$ cat config.mk
export PLATFORM = sky130hd
export DESIGN_NAME = multi_mode_shift_reg
export DESIGN_NICKNAME = d
export VERILOG_FILES = /design/src/rtl/multi_mode_shift_reg.sv
export SDC_FILE = /design/constraint.sdc
export NUM_CORES = 1
export LEC_CHECK = 0
export ABC_AREA = 1
export CORE_ASPECT_RATIO = 1.5
export CORE_UTILIZATION = 47
export CTS_CLUSTER_DIAMETER = 200
export DETAILED_ROUTE_END_ITERATION = 7
export PLACE_DENSITY_LB_ADDON = 0.05
export RECOVER_POWER = 50
export SETUP_SLACK_MARGIN = 0.05
export SLEW_MARGIN = 0
export SYNTH_ARGS = -nofsm -noshare
export SYNTH_HDL_FRONTEND = slang
export SYNTH_SLANG_ARGS = --single-unit
$ cat constraint.sdc
create_clock -name clk -period 1.7 [get_ports clk]
set_clock_uncertainty 0.2 [all_clocks]
set_input_delay 0.255 -clock clk [delete_from_list [all_inputs] [get_ports clk]]
set_output_delay 0.255 -clock clk [all_outputs]
set_load 0.05 [all_outputs]
$ cat src/rtl/multi_mode_shift_reg.sv
// WIDTH-bit register with parallel load, shift/rotate modes, serial I/O and a
// counted burst engine that runs the latched mode for a programmed step count.
module multi_mode_shift_reg #(
  parameter int               WIDTH   = 8,
  parameter logic [WIDTH-1:0] RST_VAL = '0,
  parameter int               CNT_W   = $clog2(WIDTH + 1)
) (
  input  logic             clk,
  input  logic             rst,
  input  logic             clr,
  input  logic             en,
  input  logic [2:0]       mode,
  input  logic [WIDTH-1:0] d,
  input  logic             sin_l,
  input  logic             sin_r,
  input  logic             start,
  input  logic [CNT_W-1:0] count,
  output logic [WIDTH-1:0] q,
  output logic             sout_l,
  output logic             sout_r,
  output logic             busy,
  output logic             done
);

  localparam logic [2:0] MODE_HOLD = 3'b000;
  localparam logic [2:0] MODE_LOAD = 3'b001;
  localparam logic [2:0] MODE_SHL  = 3'b010;
  localparam logic [2:0] MODE_SHR  = 3'b011;
  localparam logic [2:0] MODE_ROTL = 3'b100;
  localparam logic [2:0] MODE_ROTR = 3'b101;
  localparam logic [2:0] MODE_ASHR = 3'b110;

  logic [WIDTH-1:0] q_q, q_d;
  logic [WIDTH-1:0] ld_q, ld_d;
  logic             busy_q, busy_d;
  logic             done_q, done_d;
  logic [CNT_W-1:0] rem_q, rem_d;
  logic [2:0]       mode_q, mode_d;

  function automatic logic [WIDTH-1:0] step_fn(input logic [2:0] op,
                                               input logic [WIDTH-1:0] cur,
                                               input logic [WIDTH-1:0] dat,
                                               input logic sl, input logic sr);
    logic [WIDTH-1:0] nxt;
    nxt = cur;
    case (op)
      MODE_LOAD: nxt = dat;
      MODE_SHL:  nxt = {cur[WIDTH-2:0], sr};
      MODE_SHR:  nxt = {sl, cur[WIDTH-1:1]};
      MODE_ROTL: nxt = {cur[WIDTH-2:0], cur[WIDTH-1]};
      MODE_ROTR: nxt = {cur[0], cur[WIDTH-1:1]};
      MODE_ASHR: nxt = {cur[WIDTH-1], cur[WIDTH-1:1]};
      default:   nxt = cur;
    endcase
    return nxt;
  endfunction

  // A load burst reuses the data captured at acceptance, since live d is ignored
  always_comb begin
    q_d    = q_q;
    ld_d   = ld_q;
    busy_d = busy_q;
    done_d = 1'b0;
    rem_d  = rem_q;
    mode_d = mode_q;
    if (clr) begin
      q_d    = RST_VAL;
      busy_d = 1'b0;
      rem_d  = '0;
    end else if (busy_q) begin
      if (en) begin
        q_d   = step_fn(mode_q, q_q, ld_q, sin_l, sin_r);
        rem_d = rem_q - 1'b1;
        if (rem_q == CNT_W'(1)) begin
          busy_d = 1'b0;
          done_d = 1'b1;
        end
      end
    end else if (start) begin
      if (count != '0) begin
        mode_d = mode;
        rem_d  = count;
        ld_d   = d;
        busy_d = 1'b1;
      end else begin
        done_d = 1'b1;
      end
    end else if (en) begin
      q_d = step_fn(mode, q_q, d, sin_l, sin_r);
    end
  end

  always_ff @(posedge clk or posedge rst) begin
    if (rst) begin
      q_q    <= RST_VAL;
      ld_q   <= '0;
      busy_q <= 1'b0;
      done_q <= 1'b0;
      rem_q  <= '0;
      mode_q <= MODE_HOLD;
    end else begin
      q_q    <= q_d;
      ld_q   <= ld_d;
      busy_q <= busy_d;
      done_q <= done_d;
      rem_q  <= rem_d;
      mode_q <= mode_d;
    end
  end

  assign q      = q_q;
  assign sout_l = q_q[WIDTH-1];
  assign sout_r = q_q[0];
  assign busy   = busy_q;
  assign done   = done_q;

endmodule

==> impl_metrics.py, run 1 <==
metrics = {
    "final_layout": {
        "nets": 386,
        "area_growth_pct": 45.35,
        "antenna_cells": 0,
        "drive_gt1_share_pct": 24.93,
        "layout_common_cells": "nand2_1 (93), nor2_1 (42), inv_1 (30)",
        "utilization_pct": 72.63,
        "fillers": 301,
        "mostFrequentLayoutCell": "nand2_1",
        "fin_area_um2": 2699,
    },
    "yosys": {
        "synth-edff-count": 0,
        "avgSynthCellArea_um2": 6.169,
        "yosys.area_share.adder_pct": 1.348,
        "synth.area.top_cells": "dfrtp_1 (34%), nand2_1 (20%), nor2_1 (9.5%)",
        "synth_top_area_cell": "dfrtp_1",
        "synthCells": 301,
        "synth_mux_area_share_pct": 0,
        "synth_area_um2": 1857,
        "ys_seq_area_share_pct": 33.69,
        "synth_compound_area_share_pct": 11.05,
        "synth_simple_gate_area_share_pct": 42.45,
        "ys.flop_type": "dfrtp_1",
        "yosysWarnings": 0,
        "synthXorXnorAreaFrac_pct": 0,
        "synthDistinctLibCells": 25,
        "synth_top_area_share_pct": 33.69,
        "async_flop_share_pct": 100.0,
        "synth_top_family_by_area": "simple AND/OR/NAND/NOR gates",
        "synthesis.nets": 325,
        "synth-seq-cells": 25,
    },
    "clocking": {
        "cts_tree": "done",
        "cts_buffer_depth": 2,
        "clock_latency_ns": 0.28,
        "numCtsBuffers": 3,
        "clock-sinks": 25,
        "path_clk_slew_ns": 0.10,
        "htreeDepth": 1,
        "holdBufCountCts": 0,
        "root_buffer": "clkbuf_8",
    },
    "floorplanning": {
        "die_area_um2": 4211,
        "start_util_pct": 49.97,
        "die_h_um": 78.98,
        "die_w_um": 53.32,
        "rows": 27,
        "core_area_um2": 3716,
        "ios": 34,
    },
    "pwr": {
        "power_mw": 2.911,
        "vdd_drop_max_v": 0.0007175,
        "p_leak_nw": 1.396,
        "power_density_nw_per_um2": 1079,
    },
    "global_route": {
        "grt-ovfl-total": 0,
        "grt_pass1_wl_um": 8280,
        "antenna_found_initial": 0,
        "grt_usage_pct": 26.10,
        "grt_max_degree": 26,
        "grt_pass1_vias": 1957,
    },
    "route": {
        "vias": 2095,
        "ant_nets": 0,
        "dr.pass1.iters": 4,
        "topRoutingLayerUsed": "met4",
        "wl_per_cell_um": 12.68,
        "drcViolationCount": 0,
        "wl_met2_um": 2697,
        "wl_met1_um": 2091,
        "route.met3.wl_um": 203,
        "wl_um": 5124,
        "via_per_inst": 5.186,
        "drt-initial-drc-count": 68,
    },
    "placement": {
        "hpwlAfterDp_um": 3727,
        "place_area_um2": 2520,
        "gp_congestion": 0.9474,
        "portBuffers": 33,
    },
    "status": {
        "status": "finished clean",
    },
    "min_path": {
        "min_delay_worst_endpoint": "mode_q[2]",
        "min_path_type": "primary input to register",
        "worstHoldStart": "mode[2]",
        "hold_depth": 4,
    },
    "sta": {
        "maxSlewHeadroom_pct": 58.60,
        "timing.final.hold_violations": 0,
        "rsz0062_at_grt": "true",
        "fmax_ghz": 0.6301,
        "slew_viol_final": 0,
        "post-route-min-period_ns": 1.587,
        "post-route-period-util_pct": 93.36,
        "worst_slew_pin_slew_ns": 0.6210,
        "setup_viol": 0,
    },
    "setup_path": {
        "crit_type": "register to register",
        "end_kind": "register",
        "rrSetupSlack_ns": 0.11,
        "r2r-start": "busy",
        "worstPathRequired_ns": 1.71,
        "worst_r2r_path_depth": 7,
        "crit_arrival_ns": 1.60,
        "crit_fanout": 10,
        "rr_endpoint": "rem_q[3]",
        "startpoint_type": "register",
    },
    "flow_run": {
        "maxCapViolCount": 0,
    },
}
## critical path: stages (launching register included)
cell and delay (ns):
dfrtp_2 0.46, nand2_2 0.11, buf_4 0.12, inv_2 0.09, a22oi_2 0.25, buf_4 0.18
nand2_1 0.05, o21ai_1 0.07
## layer usage
layer	track usage [%]	vias to the layer above
met1	30.15	946
met3	3.640	15
met2	45.88	66
met5	0	-
met4	11.05	0
li1	-	1068
## kinds of logic (layout without fill, tap and decap cells)
kind of cell	count (synthesis)	after routing
DFF	25	25
AOI/OAI and AO/OA	38	38
adders and majority gates	2	2
buffers and inverters	50	110
and+or+nand+nor	186	186
## worst max path at each step
stage,from,to,slack [ns],cells after the start
after floorplan,busy,q[0],0.07,8
after global placement,mode[0],q[0],-0.38,9
after detailed placement,mode[1],q[6],-0.40,8
after CTS,mode_q[2],q[6],0.08,10
after global routing,mode_q[1],q[4],0.03,9
final,busy,rem_q[3],0.11,7
## sequential cells by signal (all words and copies together) (netlist names)
signal and cells:
ld_q 8, q 8, rem_q 4, mode_q 3
busy 1, done 1
## layout make-up
cell class / count / area, µm² / area share (%)
clock buffers: 3 / 41.29 / 1.530
well taps: 43 / 53.80 / 1.994
repair buffers: 65 / 684.4 / 25.36
repair inverters: 1 / 7.507 / 0.2782
clock inverters: 1 / 7.507 / 0.2782
flip-flops and latches: 25 / 630.6 / 23.37
multi-input cells: 226 / 1121 / 41.54
inverters: 40 / 152.6 / 5.656
## metrics by stage
stage	hold slack, ns	worst slack, ns	TNS (ns)	std cells
after floorplan	0.08225	0.06518	0	301
after global placement	0.2725	-0.3832	-3.633	394
after detailed placement	0.2800	-0.4009	-3.833	394
after CTS	0.1264	0.07907	0	401
after global routing	0.2637	0.03391	0	404
final	0.2418	0.1129	0	404
## cell usage after synthesis, types with 4 or more instances
| library cell | number |
|---|---|
| nor2_1 | 47 |
| buf_4 | 4 |
| o21ai_1 | 24 |
| inv_2 | 9 |
| nand2_1 | 101 |
| o21ai_0 | 8 |
| nand3_1 | 28 |
| dfrtp_1 | 25 |
| nand4_1 | 5 |
| inv_1 | 31 |
## power by group
group	internal, mW	switching (mW)
clock network	0.167	0.206
logic	0.713	0.890
registers	0.730	0.206
## repair_timing
item                                    CTS  global route
cloned                                    1             1
gates resized for setup                  15            25
pin swaps                                 2             7
endpoints found under the setup margin    8             8
buffers inserted                          2             2
No activity file was read; power rests on OpenSTA's default activity.
==> inputs of run 2 (changes only) <==
- CTS_CLUSTER_DIAMETER: 200 -> 60
==> results of run 2 <==
Same layout as run 1: the final DEF is identical, and so are final timing and power.
==> inputs of run 3 (changes only) <==
- CORE_ASPECT_RATIO: 1.5 -> 1.1
==> impl_metrics.py, run 3 (synthesis gave the netlist of run 1 again) <==
metrics = {
    "clocking": {
        "clock_latency_ns": 0.28,
        "clock-sinks": 25,
        "root_buffer": "clkbuf_8",
        "htreeDepth": 1,
        "cts_buffer_depth": 2,
        "path_clk_slew_ns": 0.10,
        "numCtsBuffers": 3,
        "postCtsSetupRepairBufs": 0,
        "cts_tree": "done",
        "holdBufCountCts": 0,
    },
    "sta": {
        "fmax_ghz": 0.6080,
        "rsz0062_at_grt": "true",
        "post-route-period-util_pct": 96.75,
        "post-route-min-period_ns": 1.645,
        "timing.final.hold_violations": 0,
        "maxSlewHeadroom_pct": 56.86,
        "slew_viol_final": 0,
        "setup_viol": 0,
        "worst_slew_pin_slew_ns": 0.6471,
    },
    "setup_path": {
        "startpoint_type": "register",
        "crit_fanout": 6,
        "crit_arrival_ns": 1.62,
        "end_kind": "register",
        "max_stage_delay_ns": 0.48,
        "crit_type": "register to register",
        "worst_r2r_path_depth": 8,
        "crit_top_cell": "nor2_1",
        "path_cells": "inv_4 -> nor2_4 -> nor2_2 -> nand2_2 -> nand3_4 -> clkinvlp_4 -> nor2_1 -> nor2_1",
        "worstPathRequired_ns": 1.68,
        "rrSetupSlack_ns": 0.06,
        "slowest_stage": "dfrtp_2",
    },
    "route": {
        "dr.pass1.iters": 4,
        "via_per_inst": 5.081,
        "ant_nets": 0,
        "drt-initial-drc-count": 115,
        "drcViolationCount": 0,
        "vias": 2073,
        "wl_um": 5137,
        "wl_per_cell_um": 12.59,
    },
    "final_layout": {
        "drive_gt1_share_pct": 25.14,
        "layout_common_cells": "nand2_1 (92), nor2_1 (40), inv_1 (30)",
        "area_growth_pct": 46.77,
        "nets": 383,
        "antenna_cells": 0,
        "mostFrequentLayoutCell": "nand2_1",
        "fin_area_um2": 2725,
    },
    "pwr": {
        "vdd_drop_max_v": 0.0005049,
        "power_density_nw_per_um2": 1079,
        "p_leak_nw": 1.400,
        "power_mw": 2.941,
    },
    "placement": {
        "gp_congestion": 0.8738,
        "place_area_um2": 2521,
        "portBuffers": 33,
        "hpwlAfterDp_um": 3579,
    },
    "min_path": {
        "min_path_type": "primary input to register",
        "hold_depth": 4,
    },
    "floorplanning": {
        "ios": 34,
        "rows": 23,
        "die_h_um": 67.92,
        "start_util_pct": 50.02,
        "die_w_um": 61.93,
        "die_area_um2": 4206,
        "core_area_um2": 3712,
    },
    "global_route": {
        "grt_pass1_wl_um": 8362,
        "grt_usage_pct": 26.93,
        "grt-ovfl-total": 0,
        "antenna_found_initial": 0,
        "grt_pass1_vias": 1925,
        "grt_max_degree": 26,
    },
    "status": {
        "status": "finished clean",
    },
    "flow_run": {
        "maxCapViolCount": 0,
    },
}
## run 3: changes by cell type in the layout (fill, tap and decap cells not counted), moves of 2 or more
| cell | previous run | this run |
|---|---|---|
| nor2_1 | 42 | 40 |
| buf_4 | 27 | 23 |
| nor2_2 | 3 | 5 |
| clkbuf_2 | 5 | 3 |
## run 3: path summary, 6_finish.rpt
check | from | to
min in group asynchronous | rst | rem_q[0]
max in group asynchronous | rst | mode_q[2]
worst max-delay path | mode_q[1] | q[6]
worst min register to register | ld_q[6] | ld_q[6]
worst min-delay path | mode[1] | mode_q[1]
worst max register to register | mode_q[1] | q[6]
## run 3: final cells by class
| type | count | area, µm² |
|---|---|---|
| clock buffers | 3 | 41.29 |
| clock inverters | 1 | 7.507 |
| fillers | 302 | 987.2 |
| inverters | 40 | 155.1 |
| multi-input cells | 228 | 1152 |
| flip-flops and latches | 25 | 629.4 |
| well taps | 50 | 62.56 |
| repair buffers | 60 | 669.4 |
| repair inverters | 1 | 7.507 |
## run 3: stage by stage
step,hold slack (ns),setup WS (ns),utilization [%],TNS [ns],std cells
after detailed placement,0.2825,-0.3963,67.91,-3.851,400
after CTS,0.1545,0.05569,71.08,0,407
final,0.2034,0.05526,73.41,0,408
after global placement,0.2722,-0.3882,67.91,-3.857,400
after global routing,0.2220,-0.02346,73.41,-0.08002,408
after floorplan,0.08225,0.06518,-,0,301
## run 3: critical path: cells and delay by family, from the launching register on
kind	cells	cell delay (ns)
buffers and inverters	2	0.30
flip-flops	1	0.48
AND/OR/NAND/NOR	6	0.55
## run 3: metal layers
metal  wire, µm  up-vias  GRT usage [%]
met5          0        -              0
met4         48        0          7.222
met3        205        6          2.647
met2       2623       56          46.24
met1       2259      947          35.78
li1           -     1064              -
## run 3: report_power, final
| group | switching (mW) | internal, mW | leakage [nW] |
|---|---|---|---|
| sequential | 0.217 | 0.729 | 0.307 |
| combinational | 0.903 | 0.716 | 1.07 |
| clock | 0.210 | 0.167 | 0.0217 |
## run 3: repair_timing
| item | 4_1_cts | 5_1_grt |
|---|---|---|
| pin swaps | 7 | 7 |
| gates resized for setup | 18 | 23 |
| cloned | 3 | 1 |
| endpoints found under the setup margin | 10 | 8 |
